--- src/rtl/cdb_arbiter.sv ---
// CDB transmit arbiter: per-unit result FIFOs feeding two registered CDB lanes.
// Define CDB_RR_EN for round-robin grant; otherwise fixed priority from unit 0.
module cdb_arbiter #(
  parameter int UNITS = 4,
  parameter int DEPTH = 2,
  parameter int XLEN  = 32,
  parameter int REG_W = 6
) (
  input  logic                        clk,
  input  logic                        reset,
  input  logic [UNITS-1:0]            res_valid,
  output logic [UNITS-1:0]            res_ready,
  input  logic [UNITS-1:0][XLEN-1:0]  res_data,
  input  logic [UNITS-1:0][REG_W-1:0] res_arn,
  input  logic [UNITS-1:0][REG_W-1:0] res_rrn,
  output logic [1:0]                  cdb_valid,
  output logic [1:0][XLEN-1:0]        cdb_data,
  output logic [1:0][REG_W-1:0]       cdb_arn,
  output logic [1:0][REG_W-1:0]       cdb_rrn
);

  localparam int UW = $clog2(UNITS);
  localparam int PW = $clog2(DEPTH);
  localparam int CW = PW + 1;
  localparam int EW = XLEN + 2 * REG_W;

  logic [EW-1:0]               mem [UNITS][DEPTH];
  logic [UNITS-1:0][PW-1:0]    wptr, rptr;
  logic [UNITS-1:0][CW-1:0]    count;
  logic [UNITS-1:0]            push, pop, nonempty;
  logic [UW-1:0]               start, g0, g1;
  logic                        g0v, g1v;
  logic [EW-1:0]               head0, head1;

  function automatic int wrap(input int v);
    return (v >= UNITS) ? v - UNITS : v;
  endfunction

`ifdef CDB_RR_EN
  logic [UW-1:0] rr;
  assign start = rr;
`else
  assign start = '0;
`endif

  // Ready and grant look only at registered occupancy, so no res_* input reaches an output.
  always_comb begin
    for (int i = 0; i < UNITS; i++) begin
      nonempty[i]  = (count[i] != '0);
      res_ready[i] = (count[i] != CW'(DEPTH));
      push[i]      = res_valid[i] && res_ready[i];
    end
  end

  always_comb begin
    g0v = 1'b0;
    g1v = 1'b0;
    g0  = '0;
    g1  = '0;
    for (int k = 0; k < UNITS; k++) begin
      if (nonempty[wrap(int'(start) + k)]) begin
        if (!g0v) begin
          g0v = 1'b1;
          g0  = UW'(wrap(int'(start) + k));
        end else if (!g1v) begin
          g1v = 1'b1;
          g1  = UW'(wrap(int'(start) + k));
        end
      end
    end
    for (int i = 0; i < UNITS; i++) begin
      pop[i] = (g0v && (g0 == UW'(i))) || (g1v && (g1 == UW'(i)));
    end
    head0 = mem[g0][rptr[g0]];
    head1 = mem[g1][rptr[g1]];
  end

  always_ff @(posedge clk) begin
    for (int i = 0; i < UNITS; i++) begin
      if (push[i]) mem[i][wptr[i]] <= {res_data[i], res_arn[i], res_rrn[i]};
    end
  end

  always_ff @(posedge clk) begin
    if (!reset) begin
      wptr      <= '0;
      rptr      <= '0;
      count     <= '0;
      cdb_valid <= '0;
      cdb_data  <= '0;
      cdb_arn   <= '0;
      cdb_rrn   <= '0;
`ifdef CDB_RR_EN
      rr        <= '0;
`endif
    end else begin
      for (int i = 0; i < UNITS; i++) begin
        if (push[i]) wptr[i] <= wptr[i] + PW'(1);
        if (pop[i])  rptr[i] <= rptr[i] + PW'(1);
        count[i] <= count[i] + CW'(push[i]) - CW'(pop[i]);
      end
      // Idle lanes carry zero tags so consumers never match a stale value.
      cdb_valid <= {g1v, g0v};
      {cdb_data[0], cdb_arn[0], cdb_rrn[0]} <= g0v ? head0 : '0;
      {cdb_data[1], cdb_arn[1], cdb_rrn[1]} <= g1v ? head1 : '0;
`ifdef CDB_RR_EN
      if (g0v) rr <= UW'(wrap(int'(g1v ? g1 : g0) + 1));
`endif
    end
  end

endmodule

--- config.mk ---
export PLATFORM = sky130hd
export DESIGN_NAME = cdb_arbiter
export DESIGN_NICKNAME = d
export VERILOG_FILES = /design/src/rtl/cdb_arbiter.sv
export SDC_FILE = /design/constraint.sdc
export NUM_CORES = 1
export LEC_CHECK = 0
export ABC_AREA = 1
export BUFFER_PORTS_ARGS = -buffer_cell sky130_fd_sc_hd__buf_2
export CELL_PAD_IN_SITES_DETAIL_PLACEMENT = 1
export CELL_PAD_IN_SITES_GLOBAL_PLACEMENT = 1
export CORE_MARGIN = 10
export CORE_UTILIZATION = 40
export DETAILED_ROUTE_END_ITERATION = 8
export GPL_ROUTABILITY_DRIVEN = 0
export PLACE_DENSITY_LB_ADDON = 0.1
export SLEW_MARGIN = 10
export SYNTH_ARGS = -nofsm -noshare
export SYNTH_HDL_FRONTEND = slang
export SYNTH_SLANG_ARGS = --single-unit
--- constraint.sdc ---
create_clock -name clk -period 7 [get_ports clk]
set_clock_uncertainty 0.05 [all_clocks]
set_input_delay 0.7 -clock clk [delete_from_list [all_inputs] [get_ports clk]]
set_output_delay 0.7 -clock clk [all_outputs]
set_load 0.01 [all_outputs]
==> flow_summary.yaml <==
detailed_routing:
  drtIter0Drc: 1237
  routedWlPerCell_um: 23.9
  ant_nets: 0
  drt_pass1_iterations: 5
  drc: 0
  vias: 18200
  viasPerCell: 5.41
  drt_wl_total_um: 80400
hold_path:
  min_path_type: "in -> reg"
  min_from: "res_data[3]"
  hold_depth: 1
  hold_path_end: "mem[0][15]"
synth:
  ys_warn_count: 0
  syn-num-nets: 2619
  synth_cell_types: 27
  seq_area_frac_synth_pct: 60.1
  synth_area_sq_um: 21100
  syn_inst: 2424
  ys_seq_elements: 458
  syn_avg_cell_area_sq_um: 8.71
setup_path:
  r2r-end: "cdb_rrn[5]"
  r2r_slack_ns: 2.66
  end_kind: "flip-flop"
  critPathMostFrequentCell: "nand2_1"
  crit_path_max_fanout: 139
  r2r_start: "count[1]"
  timing.critical_path.buf_inv: 4
  rr_worst_depth: 15
  path_delay_family: "buffers and inverters"
  crit_path_cell_trace: "nor2_1 -> ha_1 -> nand2_2 -> inv_2 -> nand2_2 -> nand2_8 -> inv_4 -> buf_4 -> buf_4 -> nand2_1 -> nand3_1 -> nand2_1 -> nand2_1 -> nand2_1 -> nor2_1"
  worst-endpoint-required_ns: 7.49
  slowest_stage: "inv_4"
  critical_path.max_stage_delay_ns: 0.69
  critPathKind: "reg -> reg"
  crit_arrival_ns: 4.84
  crit_path_start_kind: "flip-flop"
status:
  status: "finished clean"
die:
  start_util_pct: 40.3
  die_w_um: 250
  core_sq_um: 52400
  boundaryPins: 276
  rows: 84
  die_h_um: 250
  dieArea_sq_um: 62400
global_routing:
  grt_first_pass_wirelength_um: 120000
  grt_usage_pct: 25.0
  grt_max_degree: 140
  overflow: 0
  antenna_found_initial: 4
  grt_pass1_vias: 19400
sta:
  tightestPinTransition_ns: 1.30
  fin_crit_ns: 4.34
  finalMaxSlewViolations: 0
  rsz0062_at_grt: "no"
  max_freq_ghz: 0.230
  post-route-period-util_pct: 62.1
  slew_headroom_pct: 13.5
  final.setup.tns_ns: 0
  finalHoldViolCount: 0
  setup_violations: 0
cts:
  cts_root_buf: "clkbuf_16"
  cts_tree: "built"
  clockBufferDepth: 3
  clk_pin_slew_ns: 0.06
  htreeDepth: 2
  cts_hold_buf: 0
  cts-buffers-inserted: 52
  cts.sink_count: 458
  post_cts_buffers: 0
  post_cts_resized: 0
  clock_latency_ns: 0.62
flow_run:
  drv_cap: 0
layout:
  area_delta_synth_final_pct: 16.8
  nets: 2823
  layout-drive-gt1-share_pct: 15.2
placement:
  hpwl_um: 48700
  io_buffers: 275
==> state kept, by name, indices dropped and copies added (netlist names) <==
signal / cells
cdb_arn: 12
cdb_data: 64
cdb_rrn: 12
cdb_valid: 2
count: 8
mem: 352
rptr: 4
wptr: 4
==> routing by layer <==
layer  track usage (%)  up-vias  routed length (um)
met4              8.99        0                2560
li1                  -     8320                   -
met5                 0        -                   0
met2              42.9      621               39100
met3              4.10      167                4810
met1              31.2     9103               34000
==> cell usage in the layout (no fill, tap or decap), drive strengths merged <==
| master | n |
|---|---|
| buf | 298 |
| o21bai | 1 |
| nor3 | 4 |
| clkinv | 23 |
| clkbuf | 69 |
| diode | 4 |
| dfxtp | 106 |
| xor2 | 4 |
| o211ai | 1 |
| o21ai | 141 |
| clkinvlp | 1 |
| ha | 13 |
| edfxtp | 352 |
| bufinv | 7 |
| a21oi | 56 |
| inv | 166 |
| nor2 | 328 |
| nand3 | 316 |
| nand2 | 786 |
==> through the flow <==
stage | area [sq um] | utilization, % | worst slack (ns) | cells | hold slack (ns)
2_1_floorplan | 21100 | - | 3.84 | 2424 | 0.393
3_3_place_gp | 22900 | 43.7 | 2.72 | 3262 | 0.408
3_5_place_dp | 22900 | 43.7 | 2.61 | 3262 | 0.433
4_1_cts | 24600 | 47.0 | 2.62 | 3360 | 0.181
5_1_grt | 24600 | 47.0 | 2.27 | 3360 | 0.193
6_report | 24700 | 47.0 | 2.66 | 3364 | 0.218
==> logic make-up after synthesis <==
group                      synth area share (%)
DFF                                        60.1
and+or+nand+nor                            27.7
buffers and inverters                      6.48
xor gates and xnor gates                  0.166
AOI/OAI and AO/OA                          4.74
adders and majority gates                 0.770
==> how the worst max path moves through the flow <==
| stage | cells past startpoint | start | end |
|---|---|---|---|
| after global placement | 14 | count[2] | count[7] |
| final | 15 | count[1] | cdb_rrn[5] |
| after floorplan | 2 | res_valid[2] | mem[2][0] |
| after detailed placement | 14 | count[2] | count[7] |
| after CTS | 14 | count[2] | count[7] |
| after global routing | 14 | count[3] | count[7] |
==> cell usage after synthesis <==
cell	number	share of area, %
nand2_1	779	14
edfxtp_1	352	50
nor2_1	323	5.7
nand3_1	315	7.5
inv_1	162	2.9
o21ai_0	108	2.6
dfxtp_1	106	10
buf_2	66	1.6
a21oi_1	56	1.3
clkbuf_1	54	0.96
o21ai_1	33	0.78
buf_4	18	0.64
ha_1	13	0.77
buf_1	6	0.11
nand2_2	6	0.18
inv_2	5	0.089
buf_6	4	0.21
nor3_1	4	0.095
xor2_1	4	0.17
nor2_2	2	0.059
nor2_4	2	0.11
inv_4	1	0.030
nand2_4	1	0.053
nand3_4	1	0.083
nor2_8	1	0.095
o211ai_1	1	0.036
o21bai_1	1	0.036
==> worst register-to-register path: cells and delay by family (launching register included) <==
kind | cells | cell delay (ns)
buf+inv | 4 | 2.07
flops | 1 | 0.37
simple gates | 10 | 1.53
fa+ha+maj | 1 | 0.28
==> cell type report <==
| type | count | area, sq um |
|---|---|---|
| flip-flops and latches | 458 | 12700 |
| inverters | 168 | 638 |
| repair buffers | 298 | 1550 |
| multi-input cells | 1650 | 7170 |
| diodes | 4 | 10.0 |
| fillers | 6215 | 27800 |
| well taps | 688 | 861 |
| clock buffers | 69 | 1390 |
| clock inverters | 29 | 352 |
Power is left out: the tool's default activity adds up to more than one toggle a clock period on the data nets, which glitch-free logic cannot reach.
